### src/rtl/wb_arbiter.sv
// Register-file writeback arbiter: a single-cycle source A and a multi-cycle source B
// buffered in a 2-entry skid FIFO share one registered write port, with B starvation relief.
module wb_arbiter #(
  parameter int D_BITS       = 16,
  parameter int STARVE_LIMIT = 3
) (
  input  logic              clk,
  input  logic              rst_n,
  input  logic              a_valid,
  input  logic [2:0]        a_dest,
  input  logic [D_BITS-1:0] a_value,
  output logic              a_ready,
  input  logic              b_valid,
  input  logic [2:0]        b_dest,
  input  logic [D_BITS-1:0] b_value,
  output logic              b_ready,
  output logic              wr_en,
  output logic [2:0]        wr_dest,
  output logic [D_BITS-1:0] wr_value,
  output logic [7:0]        b_pending
);

  localparam logic [1:0] LIMIT = 2'(STARVE_LIMIT);

  // FIFO storage and control
  logic [2:0]        dest_mem_q  [2];
  logic [2:0]        dest_mem_d  [2];
  logic [D_BITS-1:0] value_mem_q [2];
  logic [D_BITS-1:0] value_mem_d [2];
  logic              rd_ptr_q, rd_ptr_d;
  logic              wr_ptr_q, wr_ptr_d;
  logic [1:0]        count_q, count_d;
  logic [1:0]        wait_q, wait_d;

  // Registered write port
  logic              wr_en_q, wr_en_d;
  logic [2:0]        wr_dest_q, wr_dest_d;
  logic [D_BITS-1:0] wr_value_q, wr_value_d;

  logic fifo_nonempty;
  logic force_b;
  logic sel_a;
  logic sel_b;
  logic push;
  logic pop;

  // Only entries present at the start of the cycle compete, so a push is never
  // granted in the same cycle it arrives.
  assign fifo_nonempty = (count_q != 2'd0);
  assign force_b       = fifo_nonempty && (wait_q == LIMIT);
  assign sel_b         = force_b || (!a_valid && fifo_nonempty);
  assign sel_a         = !force_b && a_valid;
  assign push          = b_valid && (count_q < 2'd2);
  assign pop           = sel_b;

  assign a_ready = !force_b;
  assign b_ready = (count_q < 2'd2);

  // NOTE: every signal assigned here gets a default first, so no path leaves it
  // unassigned and no latch is inferred.
  always_comb begin
    rd_ptr_d    = rd_ptr_q ^ pop;
    wr_ptr_d    = wr_ptr_q ^ push;
    count_d     = count_q + 2'(push) - 2'(pop);
    dest_mem_d  = dest_mem_q;
    value_mem_d = value_mem_q;
    if (push) begin
      dest_mem_d[wr_ptr_q]  = b_dest;
      value_mem_d[wr_ptr_q] = b_value;
    end
  end

  // The head's loss counter restarts whenever the head changes or the FIFO drains.
  always_comb begin
    wait_d = wait_q;
    if (!fifo_nonempty || sel_b) begin
      wait_d = 2'd0;
    end else if (wait_q != LIMIT) begin
      wait_d = wait_q + 2'd1;
    end
  end

  always_comb begin
    wr_en_d    = sel_a || sel_b;
    wr_dest_d  = wr_dest_q;
    wr_value_d = wr_value_q;
    if (sel_b) begin
      wr_dest_d  = dest_mem_q[rd_ptr_q];
      wr_value_d = value_mem_q[rd_ptr_q];
    end else if (sel_a) begin
      wr_dest_d  = a_dest;
      wr_value_d = a_value;
    end
  end

  always_comb begin
    b_pending = '0;
    for (int i = 0; i < 2; i++) begin
      if (2'(i) < count_q) begin
        b_pending[dest_mem_q[rd_ptr_q ^ 1'(i)]] = 1'b1;
      end
    end
  end

  // NOTE: sequential state is updated with non-blocking assignments so every flop
  // samples the pre-edge value of every other flop.
  always_ff @(posedge clk or negedge rst_n) begin
    if (!rst_n) begin
      rd_ptr_q   <= 1'b0;
      wr_ptr_q   <= 1'b0;
      count_q    <= 2'd0;
      wait_q     <= 2'd0;
      wr_en_q    <= 1'b0;
      wr_dest_q  <= '0;
      wr_value_q <= '0;
    end else begin
      rd_ptr_q   <= rd_ptr_d;
      wr_ptr_q   <= wr_ptr_d;
      count_q    <= count_d;
      wait_q     <= wait_d;
      wr_en_q    <= wr_en_d;
      wr_dest_q  <= wr_dest_d;
      wr_value_q <= wr_value_d;
    end
  end

  // NOTE: the storage array has no reset; count_q gates every read of it, so stale
  // contents are never observed and the array maps onto plain registers or RAM.
  always_ff @(posedge clk) begin
    dest_mem_q  <= dest_mem_d;
    value_mem_q <= value_mem_d;
  end

  assign wr_en    = wr_en_q;
  assign wr_dest  = wr_dest_q;
  assign wr_value = wr_value_q;

endmodule
### config.mk
export PLATFORM = sky130hd
export DESIGN_NAME = wb_arbiter
export DESIGN_NICKNAME = d
export VERILOG_FILES = /design/src/rtl/wb_arbiter.sv
export SDC_FILE = /design/constraint.sdc
export NUM_CORES = 1
export LEC_CHECK = 0
export BUFFER_PORTS_ARGS = -buffer_cell sky130_fd_sc_hd__buf_4
export CORE_AREA = 2 2 81 83
export DETAILED_ROUTE_END_ITERATION = 16
export DIE_AREA = 0 0 83 85
export HOLD_SLACK_MARGIN = 0.1
export PLACE_DENSITY = 0.8
export SYNTH_ARGS = -nofsm -noshare
export SYNTH_HDL_FRONTEND = slang
export SYNTH_SLANG_ARGS = --single-unit
### constraint.sdc
create_clock -name clk -period 3 [get_ports clk]
set_input_delay 0.3 -clock clk [delete_from_list [all_inputs] [get_ports clk]]
set_output_delay 0.3 -clock clk [all_outputs]
set_load 0.02 [all_outputs]
Yosys cells after proc, flatten, opt, wreduce, memory -nomap -nowiden

Cells that the tools add are included.

$add $sub $neg: 3
Order comparisons: 11
Eq/ne operators: 2
Muxes and demuxes: 27
Bitwise gates (word level): 7
Reduce and logical (&&, ||, !) cells: 16

Operators with widths:

| kind                  | count |
|---|---|
| $mux W16              | 6 |
| $bwmux W32            | 1 |
| $mux W3               | 9 |
| $demux W16 S1         | 1 |
| $mux W8               | 2 |
| $lt A3 B4 Y1 const B  | 2 |
| $or A8 B8 Y8          | 1 |
| $logic_and A1 B1 Y1   | 7 |
| $bwmux W6             | 1 |
| $demux W1 S3          | 2 |
| $ge A2 B2 Y1 const B  | 3 |
| $ge A3 B1 Y1 const B  | 2 |
| $not A1 Y2            | 3 |
| $reduce_bool A2 Y1    | 3 |
| $lt A1 B2 Y1 const A  | 2 |
| $mux W2               | 2 |
| $demux W3 S1          | 1 |
| $logic_not A1 Y1      | 3 |
| $logic_or A1 B1 Y1    | 3 |
| $add A2 B1 Y2         | 1 |
| $add A2 B1 Y2 const B | 1 |
| $eq A2 B2 Y1 const B  | 1 |
| $lt A2 B1 Y1 const B  | 1 |
| $lt A2 B2 Y1 const B  | 1 |
| 5 further kinds       | 7 |

Register bits: 64
Input bits: 42
Output and inout port bits: 30

Logic depth before layout (Yosys ltp)

Word-level depth: 11
Mapped depth: 10

Least setup slack after synthesis

OpenSTA, ideal clock, no wires.

Path type: reg-to-reg
Start: register wait_q[0]
End: register count_q[1]
Setup time: 0.124 ns
Arrival: 1.805 ns
Path slack: 1.070 ns
Cell stages (with the launch flop): 11
Path buffers: 2
Period minus slack after synthesis: 1.930 ns
Cell sequence: dfrtp_1 -> ha_1 -> nor2b_1 -> buf_6 -> buf_6 -> nor2_1 -> ha_1 -> inv_1 -> ha_1 -> xnor2_1 -> xnor2_1

Word-level cells in the longest chain between the ends: 4

RTL lines:

| what                   | RTL line | RTL |
|---|---|---|
| start, declared        | 33       | `logic [1:0] wait_q, wait_d;` |
| start signal, assigned | 120      | `wait_q <= wait_d;` |
| $eq A2 B2 Y1           | 50       | `assign force_b = fifo_nonempty && (wait_q == LIMIT);` |
| $logic_and A1 B1 Y1    | 50       |  |
| $logic_or A1 B1 Y1     | 51       | `assign sel_b = force_b \|\| (!a_valid && fifo_nonempty);` |
| $sub A2 B1 Y2          | 64       | `count_d = count_q + 2'(push) - 2'(pop);` |
| net count_d[1]         | 32       | `logic [1:0] count_q, count_d;` |
| end signal, assigned   | 119      | `count_q <= count_d;` |
| end, declared          | 32       |  |

The timed path passes the listed nets, and every way through them passes these cells.
A chain may end at the register's enable or synchronous reset.

Final worst setup path

Start: register rd_ptr_q
End: output b_pending[6]

Word-level cells in the longest chain between the ends: 11
Elaborated cells on any way between the ends: 22
Classes of those cells: order compare: 4; mux: 12; bitwise: 4; reduce/logical: 2

RTL lines:

| what                                                                        | RTL line | RTL |
|---|---|---|
| start, declared                                                             | 30       | `logic rd_ptr_q, rd_ptr_d;` |
| start signal, assigned                                                      | 117      | `rd_ptr_q <= rd_ptr_d;` |
| $not A1 Y2 (implied by the code) / $not A1 Y1 (equally long branches)       | -        |  |
| $mux W3 (implied by the code) / $not A1 Y2 (equally long branches)          | 100      | `b_pending[dest_mem_q[rd_ptr_q ^ 1'(i)]] = 1'b1;` |
| $mux W3 (implied by the code) (2 in series)                                 | 100      |  |
| $lt A3 B4 Y1 (implied by the code) (tied with other cells)                  | 100      |  |
| $logic_and A1 B1 Y1 (implied by the code) (tied with other cells)           | 100      |  |
| $mux W1 (implied by the code) / $logic_and A1 B1 Y1 (equally long branches) | 100      |  |
| $demux W1 S3 / $mux W1 (equally long branches)                              | 100      |  |
| $mux W8 / $demux W1 S3 (equally long branches)                              | 99, 100  |  |
| $or A8 B8 Y8 (no line)                                                      | -        |  |
| $mux W8 (*)                                                                 | 99       | `if (2'(i) < count_q) begin` |
| end, declared                                                               | 20       | `output logic [7:0] b_pending` |

Mark *: on every way between the ends. The rest lies on a longest branch, timed or not. The select of a mux whose other input is x is not followed.

==> flow_summary.ini <==
[pwr]
clockPowerShare = 0.179
p_seq_frac = 0.397
swShare = 0.384
p_sw_uw = 1360
power_uw = 3550
intPower_uw = 2190
pwr-share-comb = 0.423
pwr_density_cell_mw_per_mm2 = 959
p_leak_uw = 0.00145
irDropWorstVdd_v = 0.000616

[floorplan]
die_y_um = 85
coreArea_mm2 = 0.00620
die_w_um = 83
ioPinCount = 72
fp.dieArea_mm2 = 0.00706
rows = 29
start_util = 0.482

[drt]
num_vias = 2158
ant_nets = 0
wl_per_cell_um = 16.1
viasPerCell = 5.56
wirelength_um = 6250
route.detailed.drc = 0
drtIter0Drc = 90
drtPass1Iterations = 4

[timing]
period_minus_slack_ns = 2.17
rsz0062_at_grt = no
finalSetupViolations = 0
timing.final.crit_share = 0.723
slew_headroom = 0.389
hold_violations = 0
fmax_mhz = 461
slew_violations = 0
clock_skew_ns = 0.00771
worst_pin_slew_ns = 0.916
fin_tns_setup_ns = 0

[final_layout]
fin_nets = 353
areaGrowthSynthToFinish_pct = 23.7
final_layout_size_suffix_gt1_frac = 0.334
antenna_cells = 0
stdcell_count = 388
fin_area_mm2 = 0.00370
fillers = 501

[place]
numPortBuffers = 71
dp_hpwl_um = 4300
placed_area_mm2 = 0.00352
gp_congestion = 0.820
dp_cells = 371

[clocking]
insertion_delay_ns = 0.32
ctsResizeCount = 0
cts_tree = built
cts.clk_slew.worst_paths_ns = 0.07
cts_made_buffers = 9
htreeDepth = 3
clockRootBuffer = clkbuf_8
clockBufferDepth = 2
cts.sinks = 64

[yosys]
synth_enable_flop_cells = 38
yosysTopAreaCellShare = 0.381
synth_ff_type = edfxtp_1
synth.area.mux_share = 0.0251
synth.area.top_cells = edfxtp_1, dfrtp_1, a2111oi_2
synth_top_cell_by_area = edfxtp_1
synth-simple-area-share = 0.108
synth-compound-area-share = 0.180
syn_inst = 239
synthAdderAreaFrac = 0.0209
syn_avg_cell_area_um2 = 12.5
yosysMostFrequentCell = edfxtp_1
synth_cell_type_count = 37
synth_top_family_by_area = compound AO/OA/AOI/OAI gates
syn-num-nets = 286
synth_commonest_cells = edfxtp_1, dfrtp_1, nand2_1
synth.ff_latch_count = 64
ys_seq_area_frac = 0.599
synthArstFlopShare = 0.406
syn-cell-area_mm2 = 0.00299
ys.warnings.count = 0
synthXorXnorAreaFrac = 0.00878

[flow_run]
drv_cap = 0

[grt]
antenna_found_initial = 0
grt_pass1_vias = 2131
grt_usage = 0.183
grt_start_max_net_pins = 37
grt.overflow.total = 0
grt_pass1_wl_um = 10000

[hold_path]
hp-start = b_value[4]
whs_path_depth = 1
hold_class = in -> reg

[run_status]
status = complete, no violations

[worst_setup_path]
startpoint = rd_ptr_q$_DFF_PN0_
crit_path_end_kind = primary output
start_kind = flip-flop
rr_worst_depth = 7
reg2reg_from = count_q[1]$_DFF_PN0_
crit_arrival_ns = 1.87
critPathMaxFanout = 16
cp.required_ns = 2.70
worstSetupPathType = reg -> out
[power groups by stage]
stage	Sequential [µW]	Combinational [µW]	Clock, µW
floorplan	1510	943	0
global placement	1410	1480	0
detailed placement	1420	1510	0
CTS	1410	1510	653
global route	1440	1630	687
finish	1410	1500	637
[cells in the final DEF (no fill, tap or decap), types with 2 or more instances in the layout]
cell        n
mux2_2      4
a21oi_1    19
mux2i_1     3
nor3_1      3
clkbuf_1    4
edfxtp_1   38
o21ai_0     3
nand2b_1    3
a31oi_1     2
buf_4      75
nor3b_1     3
o22ai_1     6
clkbuf_8   11
a2111oi_2   8
inv_1       9
nand3_1     7
nor2b_1    16
o32a_1      2
xnor2_1     2
o31ai_1    16
nand2_1    22
dfrtp_1    25
ha_1        5
o211ai_1    3
a2111oi_0   8
[per-layer routing]
metal,wire length [µm],vias to the layer above,global-route usage
met2,3050,67,0.308
met5,0,-,0
met4,78,0,0.0715
met1,2810,1043,0.228
met3,310,8,0.0496
li1,-,1040,-
[area by class of cell]
type / instances / area, µm² / area share
repair buffers: 76 / 573 / 0.155
flip-flops and latches: 64 / 1790 / 0.484
clock buffers: 15 / 166 / 0.0449
well taps: 77 / 96.3 / 0.0260
multi-input cells: 146 / 1040 / 0.280
inverters: 9 / 33.8 / 0.00912
clock inverters: 1 / 5.00 / 0.00135
[final timing paths]
kind / slack, ns / to
setup / recovery: 0.83 / b_pending[6]
hold / removal: 0.16 / value_mem_q[20]$_DFFE_PP_
setup reg to reg: 0.94 / count_q[1]$_DFF_PN0_
hold reg to reg: 0.45 / wait_q[0]$_DFFE_PN0P_
max in group asynchronous: 2.27 / rd_ptr_q$_DFF_PN0_
min in group asynchronous: 0.43 / wr_value[15]$_DFFE_PN0P_
[critical path: stages, from the launching register on]
cell	delay (ns)
dfrtp_2	0.52
mux2_2	0.38
or2_2	0.30
o22ai_1	0.18
buf_4	0.17
[state kept, by name, summed over array words and instances (netlist names)]
| signal | cells |
|---|---|
| value_mem_q | 32 |
| wr_value | 16 |
| dest_mem_q | 6 |
| wr_dest | 3 |
| count_q | 2 |
| wait_q | 2 |
| rd_ptr_q | 1 |
| wr_en | 1 |
| wr_ptr_q | 1 |
[repair_timing]
item	in CTS	in global routing
endpoints found under the hold margin	26	0
buffers inserted	0	0
hold buffers	1	0
[per-stage QoR]
step | worst slack (ns) | util | hold slack (ns)
4_1_cts | 0.831 | 0.597 | 0.137
5_1_grt | 0.769 | 0.597 | 0.138
2_1_floorplan | 1.07 | - | 0.00441
3_5_place_dp | 0.922 | 0.568 | 0.243
3_3_place_gp | 1.01 | 0.568 | 0.236
6_report | 0.831 | 0.597 | 0.158
[kinds of logic (layout without fill, tap and decap cells)]
group	Yosys count	count (layout)
buf+inv	29	101
xor+xnor	3	3
fa+ha+maj	5	5
simple gates	61	61
compound gates	70	70
flops	64	64
mux	7	7
Power figures use the tool's default switching activity.
